`src/rtl/adpll_pkg.sv`:
```
// Shared ADPLL definitions: default bus widths, loop-filter FSM states and
// the signed saturation helper used by the loop filter, TDC and DCO wrappers.
// Combinational content only; no latency and no flow control.
package adpll_pkg;

  localparam int ADPLL_DELAY_WIDTH = 12;
  localparam int ADPLL_CW_WIDTH    = 10;

  typedef enum logic [1:0] {
    ST_IDLE  = 2'd0,
    ST_INTEG = 2'd1,
    ST_OUT   = 2'd2
  } loop_state_t;

  // Symmetric saturation to +/-(2^(width-1)-1). The most negative code is
  // excluded so the range stays symmetric around zero.
  function automatic logic signed [31:0] sat_signed(input logic signed [31:0] value,
                                                    input int width);
    logic signed [31:0] lim;
    lim = (32'sd1 <<< (width - 1)) - 32'sd1;
    if (value > lim) return lim;
    else if (value < -lim) return -lim;
    return value;
  endfunction

endpackage

```
`src/rtl/adpll_lock_detect.sv`:
```
// Lock detector: counts consecutive updates with |err| <= LOCK_THRESH.
// Counter moves on the upd strobe; locked follows one cycle later.
// No backpressure: one strobe per loop-filter update.
//   clk, reset : clock, synchronous active-high reset
//   err_mag    : magnitude of the captured phase error
//   upd        : high for the cycle in which the integrator updates
//   locked     : counter == LOCK_COUNT, registered
module adpll_lock_detect
  import adpll_pkg::*;
#(
  parameter int DELAY_WIDTH = ADPLL_DELAY_WIDTH,
  parameter int LOCK_THRESH = 4,
  parameter int LOCK_COUNT  = 8
) (
  input  logic                   clk,
  input  logic                   reset,
  input  logic [DELAY_WIDTH-1:0] err_mag,
  input  logic                   upd,
  output logic                   locked
);

  localparam int CNT_W = $clog2(LOCK_COUNT + 1);

  logic [CNT_W-1:0] cnt;
  logic             upd_q;

  // The counter settles on the integrator edge; locked is refreshed one
  // edge later so it changes together with the new control word.
  always_ff @(posedge clk) begin
    if (reset) begin
      cnt    <= '0;
      upd_q  <= 1'b0;
      locked <= 1'b0;
    end else begin
      upd_q <= upd;
      if (upd) begin
        if (err_mag <= DELAY_WIDTH'(LOCK_THRESH)) begin
          if (cnt != CNT_W'(LOCK_COUNT)) cnt <= cnt + CNT_W'(1);
        end else begin
          cnt <= '0;
        end
      end
      if (upd_q) locked <= (cnt == CNT_W'(LOCK_COUNT));
    end
  end

endmodule

```
`src/rtl/adpll_loop_filter.sv`:
```
// ADPLL proportional-integral loop filter: TDC phase error -> DCO control word.
// Latency: edge captured at N, integrator at N+1, dco_ctrl/ctrl_valid at N+2.
// No backpressure: edges arriving mid-update are dropped and flag overrun.
//   clk, reset          : clock, synchronous active-high reset
//   tdc_delay/sign/valid: TDC magnitude, direction, measurement-done level
//   freeze              : ignore new measurements, hold loop state
//   dco_ctrl/ctrl_valid : clamped control word and its one-cycle update pulse
//   locked, overrun     : lock indicator, sticky dropped-measurement flag
module adpll_loop_filter
  import adpll_pkg::*;
#(
  parameter int DELAY_WIDTH = ADPLL_DELAY_WIDTH,
  parameter int CW_WIDTH    = ADPLL_CW_WIDTH,
  parameter int INT_WIDTH   = 20,
  parameter int CW_INIT     = 512,
  parameter int KP_SHIFT    = 2,
  parameter int KI_SHIFT    = 6,
  parameter int LOCK_THRESH = 4,
  parameter int LOCK_COUNT  = 8
) (
  input  logic                   clk,
  input  logic                   reset,
  input  logic [DELAY_WIDTH-1:0] tdc_delay,
  input  logic                   tdc_sign,
  input  logic                   tdc_valid,
  input  logic                   freeze,
  output logic [CW_WIDTH-1:0]    dco_ctrl,
  output logic                   ctrl_valid,
  output logic                   locked,
  output logic                   overrun
);

  localparam int CW_MAX = (1 << CW_WIDTH) - 1;

  loop_state_t                  state;
  logic                         valid_q;
  logic                         armed;
  logic                         rise;
  logic signed [DELAY_WIDTH:0]  err_in;
  logic signed [DELAY_WIDTH:0]  err_q;
  logic [DELAY_WIDTH-1:0]       mag_q;
  logic signed [INT_WIDTH-1:0]  integ;
  logic signed [31:0]           err_ext;
  logic signed [31:0]           integ_ext;
  logic signed [31:0]           sum;
  logic [CW_WIDTH-1:0]          cw_next;

  assign err_in = tdc_sign ? -$signed({1'b0, tdc_delay}) : $signed({1'b0, tdc_delay});

  // armed stays low until tdc_valid has been seen low, so a level that was
  // already high across reset release is not mistaken for a new measurement.
  assign rise = tdc_valid & ~valid_q & armed;

  assign err_ext   = 32'(err_q);
  assign integ_ext = 32'(integ);
  assign sum       = CW_INIT + (err_ext >>> KP_SHIFT) + (integ_ext >>> KI_SHIFT);

  always_comb begin
    cw_next = CW_WIDTH'(sum);
    if (sum < 0) cw_next = '0;
    else if (sum > CW_MAX) cw_next = '1;
  end

  always_ff @(posedge clk) begin
    if (reset) begin
      state      <= ST_IDLE;
      valid_q    <= 1'b0;
      armed      <= ~tdc_valid;
      err_q      <= '0;
      mag_q      <= '0;
      integ      <= '0;
      dco_ctrl   <= CW_WIDTH'(CW_INIT);
      ctrl_valid <= 1'b0;
      overrun    <= 1'b0;
    end else begin
      valid_q    <= tdc_valid;
      armed      <= armed | ~tdc_valid;
      ctrl_valid <= 1'b0;
      if (state != ST_IDLE && rise && !freeze) overrun <= 1'b1;
      case (state)
        ST_IDLE: begin
          if (rise && !freeze) begin
            err_q <= err_in;
            mag_q <= tdc_delay;
            state <= ST_INTEG;
          end
        end
        ST_INTEG: begin
          integ <= INT_WIDTH'(sat_signed(integ_ext + err_ext, INT_WIDTH));
          state <= ST_OUT;
        end
        ST_OUT: begin
          dco_ctrl   <= cw_next;
          ctrl_valid <= 1'b1;
          state      <= ST_IDLE;
        end
        default: state <= ST_IDLE;
      endcase
    end
  end

  adpll_lock_detect #(
    .DELAY_WIDTH (DELAY_WIDTH),
    .LOCK_THRESH (LOCK_THRESH),
    .LOCK_COUNT  (LOCK_COUNT)
  ) u_lock (
    .clk     (clk),
    .reset   (reset),
    .err_mag (mag_q),
    .upd     (state == ST_INTEG),
    .locked  (locked)
  );

endmodule

```
`config.mk`:
```
export PLATFORM = sky130hd
export DESIGN_NAME = adpll_loop_filter
export DESIGN_NICKNAME = d
export VERILOG_FILES = /design/src/rtl/adpll_pkg.sv /design/src/rtl/adpll_lock_detect.sv /design/src/rtl/adpll_loop_filter.sv
export SDC_FILE = /design/constraint.sdc
export NUM_CORES = 1
export LEC_CHECK = 0
export BUFFER_PORTS_ARGS = -buffer_cell sky130_fd_sc_hd__buf_2
export CAP_MARGIN = 20
export CORE_MARGIN = 2
export CORE_UTILIZATION = 65
export DETAILED_ROUTE_END_ITERATION = 12
export PLACE_DENSITY = 0.84
export SYNTH_ARGS = -nofsm -noshare
export SYNTH_HDL_FRONTEND = slang
export SYNTH_SLANG_ARGS = --single-unit
export TNS_END_PERCENT = 30
```
`constraint.sdc`:
```
create_clock -name clk -period 5.5 [get_ports clk]
set_clock_uncertainty 0.05 [all_clocks]
set_input_delay 1.1 -clock clk [delete_from_list [all_inputs] [get_ports clk]]
set_output_delay 1.1 -clock clk [all_outputs]
set_load 0.01 [all_outputs]
```
======== Word level (Yosys, flattened, before mapping) ========
Cells that the tools add are included.
word-level totals
  bits in registers ....................... 67
  input bits .............................. 17
  output and inout bits ................... 13
  logic and storage cells ................. 57
operators by class
  $add $sub $neg .......................... 5
  magnitude comparators ................... 5
  eq/ne operators ......................... 6
  mux-type cells .......................... 16
  bitwise gates (word level) .............. 5
  reductions and logical operators ........ 8
operator list
  kind                                                                             number
  20-bit two-way mux                                                               3
  20-bit by 13-bit adder with 21-bit output                                        1
  21-bit by 20-bit > comparator with 1-bit output (second input constant)          1
  21-bit by 20-bit less-than comparator with 1-bit output (second input constant)  1
  10-bit two-way mux                                                               2
  12-bit by 14-bit adder with 15-bit output                                        1
  15-bit by 11-bit > comparator with 1-bit output (second input constant)          1
  15-bit by 1-bit less-than comparator with 1-bit output (second input constant)   1
  13-bit two-way mux                                                               1
  12-bit negation with 13-bit output                                               1
  11-bit by 11-bit adder with 12-bit output (first input constant)                 1
  12-bit by 3-bit <= comparator with 1-bit output (second input constant)          1
  4-bit two-way mux                                                                2
  1-bit two-way mux                                                                6
  4-bit by 1-bit adder with 4-bit output (second input constant)                   1
  4-bit == test (second input constant)                                            1
  2-bit != test (second input constant)                                            2
  4-bit != test (second input constant)                                            1
  2-bit one-hot mux with 2 select lines                                            1
  2-bit AND reduction                                                              2
  1-bit logical AND                                                                3
  1-bit bitwise AND                                                                2
  2-bit by 1-bit == test with 1-bit output (second input constant)                 1
  2-bit == test (second input constant)                                            1
  6 further kinds                                                                  7

======== Longest topological paths before layout ========
  word-level depth ........................ 7
  mapped depth ............................ 11
  mapped depth without buffers ............ 11

======== Modules after synthesis ========
A second synthesis with hierarchy kept.
second synthesis, totals
  cell total of the unflattened synthesis .. 603
  area total of the unflattened synthesis .. 4996.0 um2
by module, submodules not included
  module             instances  cells each  area each (um2)  sequential area each (um2)
  adpll_loop_filter  1          568         4673.2           1201.2
  adpll_lock_detect  1          35          322.8            120.1

======== Worst setup path after synthesis ========
No wires, ideal clock.
  path type ............................... register to register
  start ................................... register err_q[0]
  end ..................................... register integ[9]
  setup time .............................. 0.128 ns
  arrival ................................. 2.787 ns
  data required time ...................... 5.322 ns
  slack ................................... 2.535 ns
  cell stages (with the launch flop) ...... 12
  path buffers ............................ 1
  clock period less this slack ............ 2.965 ns
  cell sequence ........................... dfxtp_1 > ha_1 > fa_1 > a211oi_2 > o21ai_0 > xnor2_2 > nand4_1 > nor4_1 > o2111ai_2 > nor4_4 > buf_6 > nor4_4
between the ends
  longest elaborated chain between the ends .. 7
  elaborated cells between the ends (all ways) .. 9
  those cells by class .................... 1 x add/sub; 2 x order compare; 6 x mux
ends and longest elaborated chain
  item                                                     line                     text
  start: declaration                                       adpll_loop_filter.sv:40  logic signed [DELAY_WIDTH:0] err_q;
  start signal: assignment                                 adpll_loop_filter.sv:83  err_q <= err_in;
  20-bit by 13-bit adder with 21-bit output *              adpll_loop_filter.sv:89  integ <= INT_WIDTH'(sat_signed(integ_ext + err_ext, INT_WIDTH));
  21-bit by 20-bit less-than comparator with 1-bit output  adpll_pkg.sv:22          else if (value < -lim) return -lim;
  1-bit two-way mux                                        adpll_pkg.sv:22
  1-bit two-way mux                                        adpll_pkg.sv:21          if (value > lim) return lim;
  1-bit two-way mux                                        adpll_loop_filter.sv:80  case (state)
  1-bit two-way mux                                        adpll_loop_filter.sv:65  if (reset) begin
  20-bit two-way mux *                                     adpll_pkg.sv:23          return value;
  end signal: assignment                                   adpll_loop_filter.sv:89
  end: declaration                                         adpll_loop_filter.sv:42  logic signed [INT_WIDTH-1:0] integ;
Every way passes the cells marked *; elsewhere a longest branch is shown, timed or not. The select of a mux whose other input is x is not followed.
A chain may end at the register's enable or synchronous reset.

======== Worst setup path after layout ========
  start ................................... register err_q[0]
  end ..................................... register integ[4]
The elaborated chain is that of the path after synthesis.

==> results.sh <==
export IMPL_outcome="completed"
export IMPL_slew_viol_final=0
export IMPL_yosys_area_top_type="dfxtp_1"
export IMPL_cts_tree="yes"
export IMPL_worstMarginPinSlew_ps=946
export IMPL_overflow=0
export IMPL_min_delay_start="dco_ctrl[5]"
export IMPL_ys_types=76
export IMPL_grt_pass1_wl_mm=20.0
export IMPL_multi_input_area_um2=3370
export IMPL_p_total_mw=1.11
export IMPL_num_rows=31
export IMPL_r2r_end="integ[4]"
export IMPL_holdPathStages=2
export IMPL_drt_initial_drc_count=259
export IMPL_io_buffers=29
export IMPL_dp_cells=694
export IMPL_finalHoldViolCount=0
export IMPL_cp_max_fo=13
export IMPL_dominantRegCellSynth="dfxtp_1"
export IMPL_p_leak_nw=2.25
export IMPL_cts_resized=0
export IMPL_yosys_top_cells_count="71 x nor2_1, 66 x dfxtp_1, 61 x nand2_1"
export IMPL_remaining_drc_errors=0
export IMPL_post_cts_buffers=0
export IMPL_yosys_cell_count_top_type="nor2_1"
export IMPL_hold_path_class="reg2reg"
export IMPL_cts_sinks=66
export IMPL_syn_area_um2=4900
export IMPL_nets=675
export IMPL_seqCellArea_um2=1320
export IMPL_gp_congestion=0.956
export IMPL_clock_latency_ps=350
export IMPL_r2r_start="err_q[0]"
export IMPL_htreeDepth=3
export IMPL_grt_max_degree=42
export IMPL_setup_viol=0
export IMPL_n_antenna_cell=0
export IMPL_whs_ps=402
export IMPL_worstPathArrival_ps=3610
export IMPL_hold_buffers=0
export IMPL_root_buffer="clkbuf_8"
export IMPL_die_y_um=90.8
export IMPL_syn_instance_count=590
export IMPL_initial_core_util_pct=67.2
export IMPL_postPlaceCellArea_um2=5050
export IMPL_power_density_nw_per_um2=213
export IMPL_cpMostUsedCell="nor4_1"
export IMPL_synthArstFlopShare_pct=0
export IMPL_slowest_delay_ps=450
export IMPL_synth_area_leaders="dfxtp_1 27%, ha_1 12%, nor2_1 5.4%, nand2_1 4.7%, a21oi_1 4.5%"
export IMPL_firstDrtPassIters=5
export IMPL_worstRegToRegCells=11
export IMPL_cp_end_kind="flip-flop"
export IMPL_period_share_pct=62.3
export IMPL_ys_seq_area_share_pct=27.0
export IMPL_setup_ws_ps=2070
export IMPL_layout_drive_gt1_share_pct=13.9
export IMPL_ir_worst_vdd_uv=197
export IMPL_rrSetupSlack_ps=2070
export IMPL_required_ps=5680
export IMPL_vias=4461
export IMPL_place_ws_ps=1710
export IMPL_rsz0062_at_grt="false"
export IMPL_slew_headroom_pct=36.9
export IMPL_worstSetupStartpointType="flip-flop"
export IMPL_fp_coreArea_um2=7290
export IMPL_stdcell_area_um2=5240
export IMPL_cts_clk_slew_worst_paths_ps=80
export IMPL_grt_antenna_before_repair=0
export IMPL_synth_top_area_share_pct=27.0
export IMPL_cts_made_buffers=9
export IMPL_area_delta_synth_final_pct=6.89
export IMPL_ys_ff_latch=66
export IMPL_fmax_ghz=0.292
export IMPL_wire_per_inst_um=16.7
export IMPL_cp_cell_sequence="ha_1 > fa_1 > a211oi_2 > o21ai_0 > xnor2_2 > nand4_1 > nor4_1 > o2111ai_2 > nor4_4 > buf_6 > nor4_1"
export IMPL_clockBufferDepth=2
export IMPL_die_x_um=90.8
export IMPL_synth_edf_count=0
export IMPL_maxCapViolations=0
export IMPL_period_needed_ps=3430
export IMPL_grt_pass1_vias=4332
export IMPL_crit_type="reg2reg"
export IMPL_finalSetupTns_ps=0
export IMPL_fillCellCount=613
export IMPL_avgViaCountPerCell=6.27
export IMPL_post_dp_hpwl_mm=8.97
export IMPL_io_pins=30
export IMPL_drtAntennaViolNets=0
export IMPL_post_route_util_pct=71.9
export IMPL_whs_endpoint="dco_ctrl[5]"
export IMPL_wl_mm=11.9
export IMPL_die_area_um2=8250
export IMPL_grt_total_usage_pct=29.5
export IMPL_syn_mean_instance_area_um2=8.31
export IMPL_layout_cells_non_filler=711
export IMPL_synth_nets=658
export IMPL_crit_slowest_cell="fa_1"
export IMPL_ys_warn_count=0
## critical path, delay by kind of cell, from the launching register on
kind | cells | cell delay (ps)
compound gates | 3 | 770
xor+xnor | 1 | 200
fa+ha+maj | 2 | 700
buf+inv | 1 | 250
flops | 1 | 330
simple gates | 4 | 1010
## cell families (layout without fill, tap and decap cells)
family	after synthesis	in the layout	synth area share, %
AOI/OAI and AO/OA	164	164	24.3
xor gates and xnor gates	31	31	5.69
adders and majority gates	53	53	14.2
buffers and inverters	47	69	4.36
DFF	66	66	27.0
muxes	3	3	0.638
and+or+nand+nor	226	226	23.8
## power by group
part           internal [mW]  total [mW]  switching, mW  leakage (nW)
clock                  0.166       0.370          0.204        0.0822
sequential             0.495       0.511         0.0160         0.536
combinational         0.0918       0.233          0.141          1.63
total                  0.753        1.11          0.361          2.25
## layout by cell type (no fill, tap or decap), drive strengths merged, types with 3 or more instances in the layout
master | synthesis | layout
and2 | 4 | 4
o311ai | 3 | 3
nor2b | 6 | 6
nor3 | 19 | 19
fa | 5 | 5
nand2 | 61 | 61
o211ai | 7 | 7
o41ai | 3 | 3
o2111ai | 4 | 4
clkbuf | 17 | 9
nand3 | 12 | 12
nor4 | 20 | 20
inv | 21 | 23
xnor2 | 13 | 13
nor2 | 71 | 71
o21a | 7 | 7
a211oi | 17 | 17
nand2b | 7 | 7
dfxtp | 66 | 66
a2111oi | 3 | 3
o21bai | 3 | 3
ha | 46 | 46
xor2 | 18 | 18
buf | 9 | 32
nand4 | 3 | 3
a21oi | 47 | 47
o21ai | 35 | 35
nor3b | 7 | 7
or2 | 3 | 3
clkinvlp | 0 | 3
a21o | 17 | 17
## worst max-delay path by stage
stage,from,endpoint,slack [ps],cells past startpoint
after CTS,err_q[0],integ[4],1700,10
after global placement,err_q[0],integ[3],1830,10
final,err_q[0],integ[4],2070,11
after global routing,err_q[0],integ[2],1860,11
after floorplan,err_q[0],integ[9],2540,11
after detailed placement,err_q[0],integ[2],1710,10
## state kept, by name (all words and copies together) (netlist names), 2 cells and up
name        count
integ          20
err_q          13
mag_q          11
dco_ctrl       10
u_lock.cnt      4
state           2
## metal layers
| metal | part of all wire (%) | GRT usage (%) | vias up | routed length, µm |
|---|---|---|---|---|
| met2 | 49 | 52.4 | 109 | 5800 |
| met4 | 4.4 | 11.9 | 0 | 516 |
| met5 | 0 | 0 | - | 0 |
| met1 | 42 | 34.4 | 2130 | 5030 |
| met3 | 4.3 | 6.59 | 50 | 514 |
| li1 | - | - | 2172 | - |
## cell type report
| type | instances | share of cell area (%) |
|---|---|---|
| Inverter | 21 | 1.50 |
| Tap cell | 99 | 2.36 |
| Timing Repair Buffer | 32 | 3.27 |
| Clock buffer | 9 | 2.36 |
| Clock inverter | 7 | 1.03 |
| Sequential cell | 66 | 25.2 |
| Multi-Input combinational cell | 477 | 64.3 |
Power figures use the tool's default switching activity.
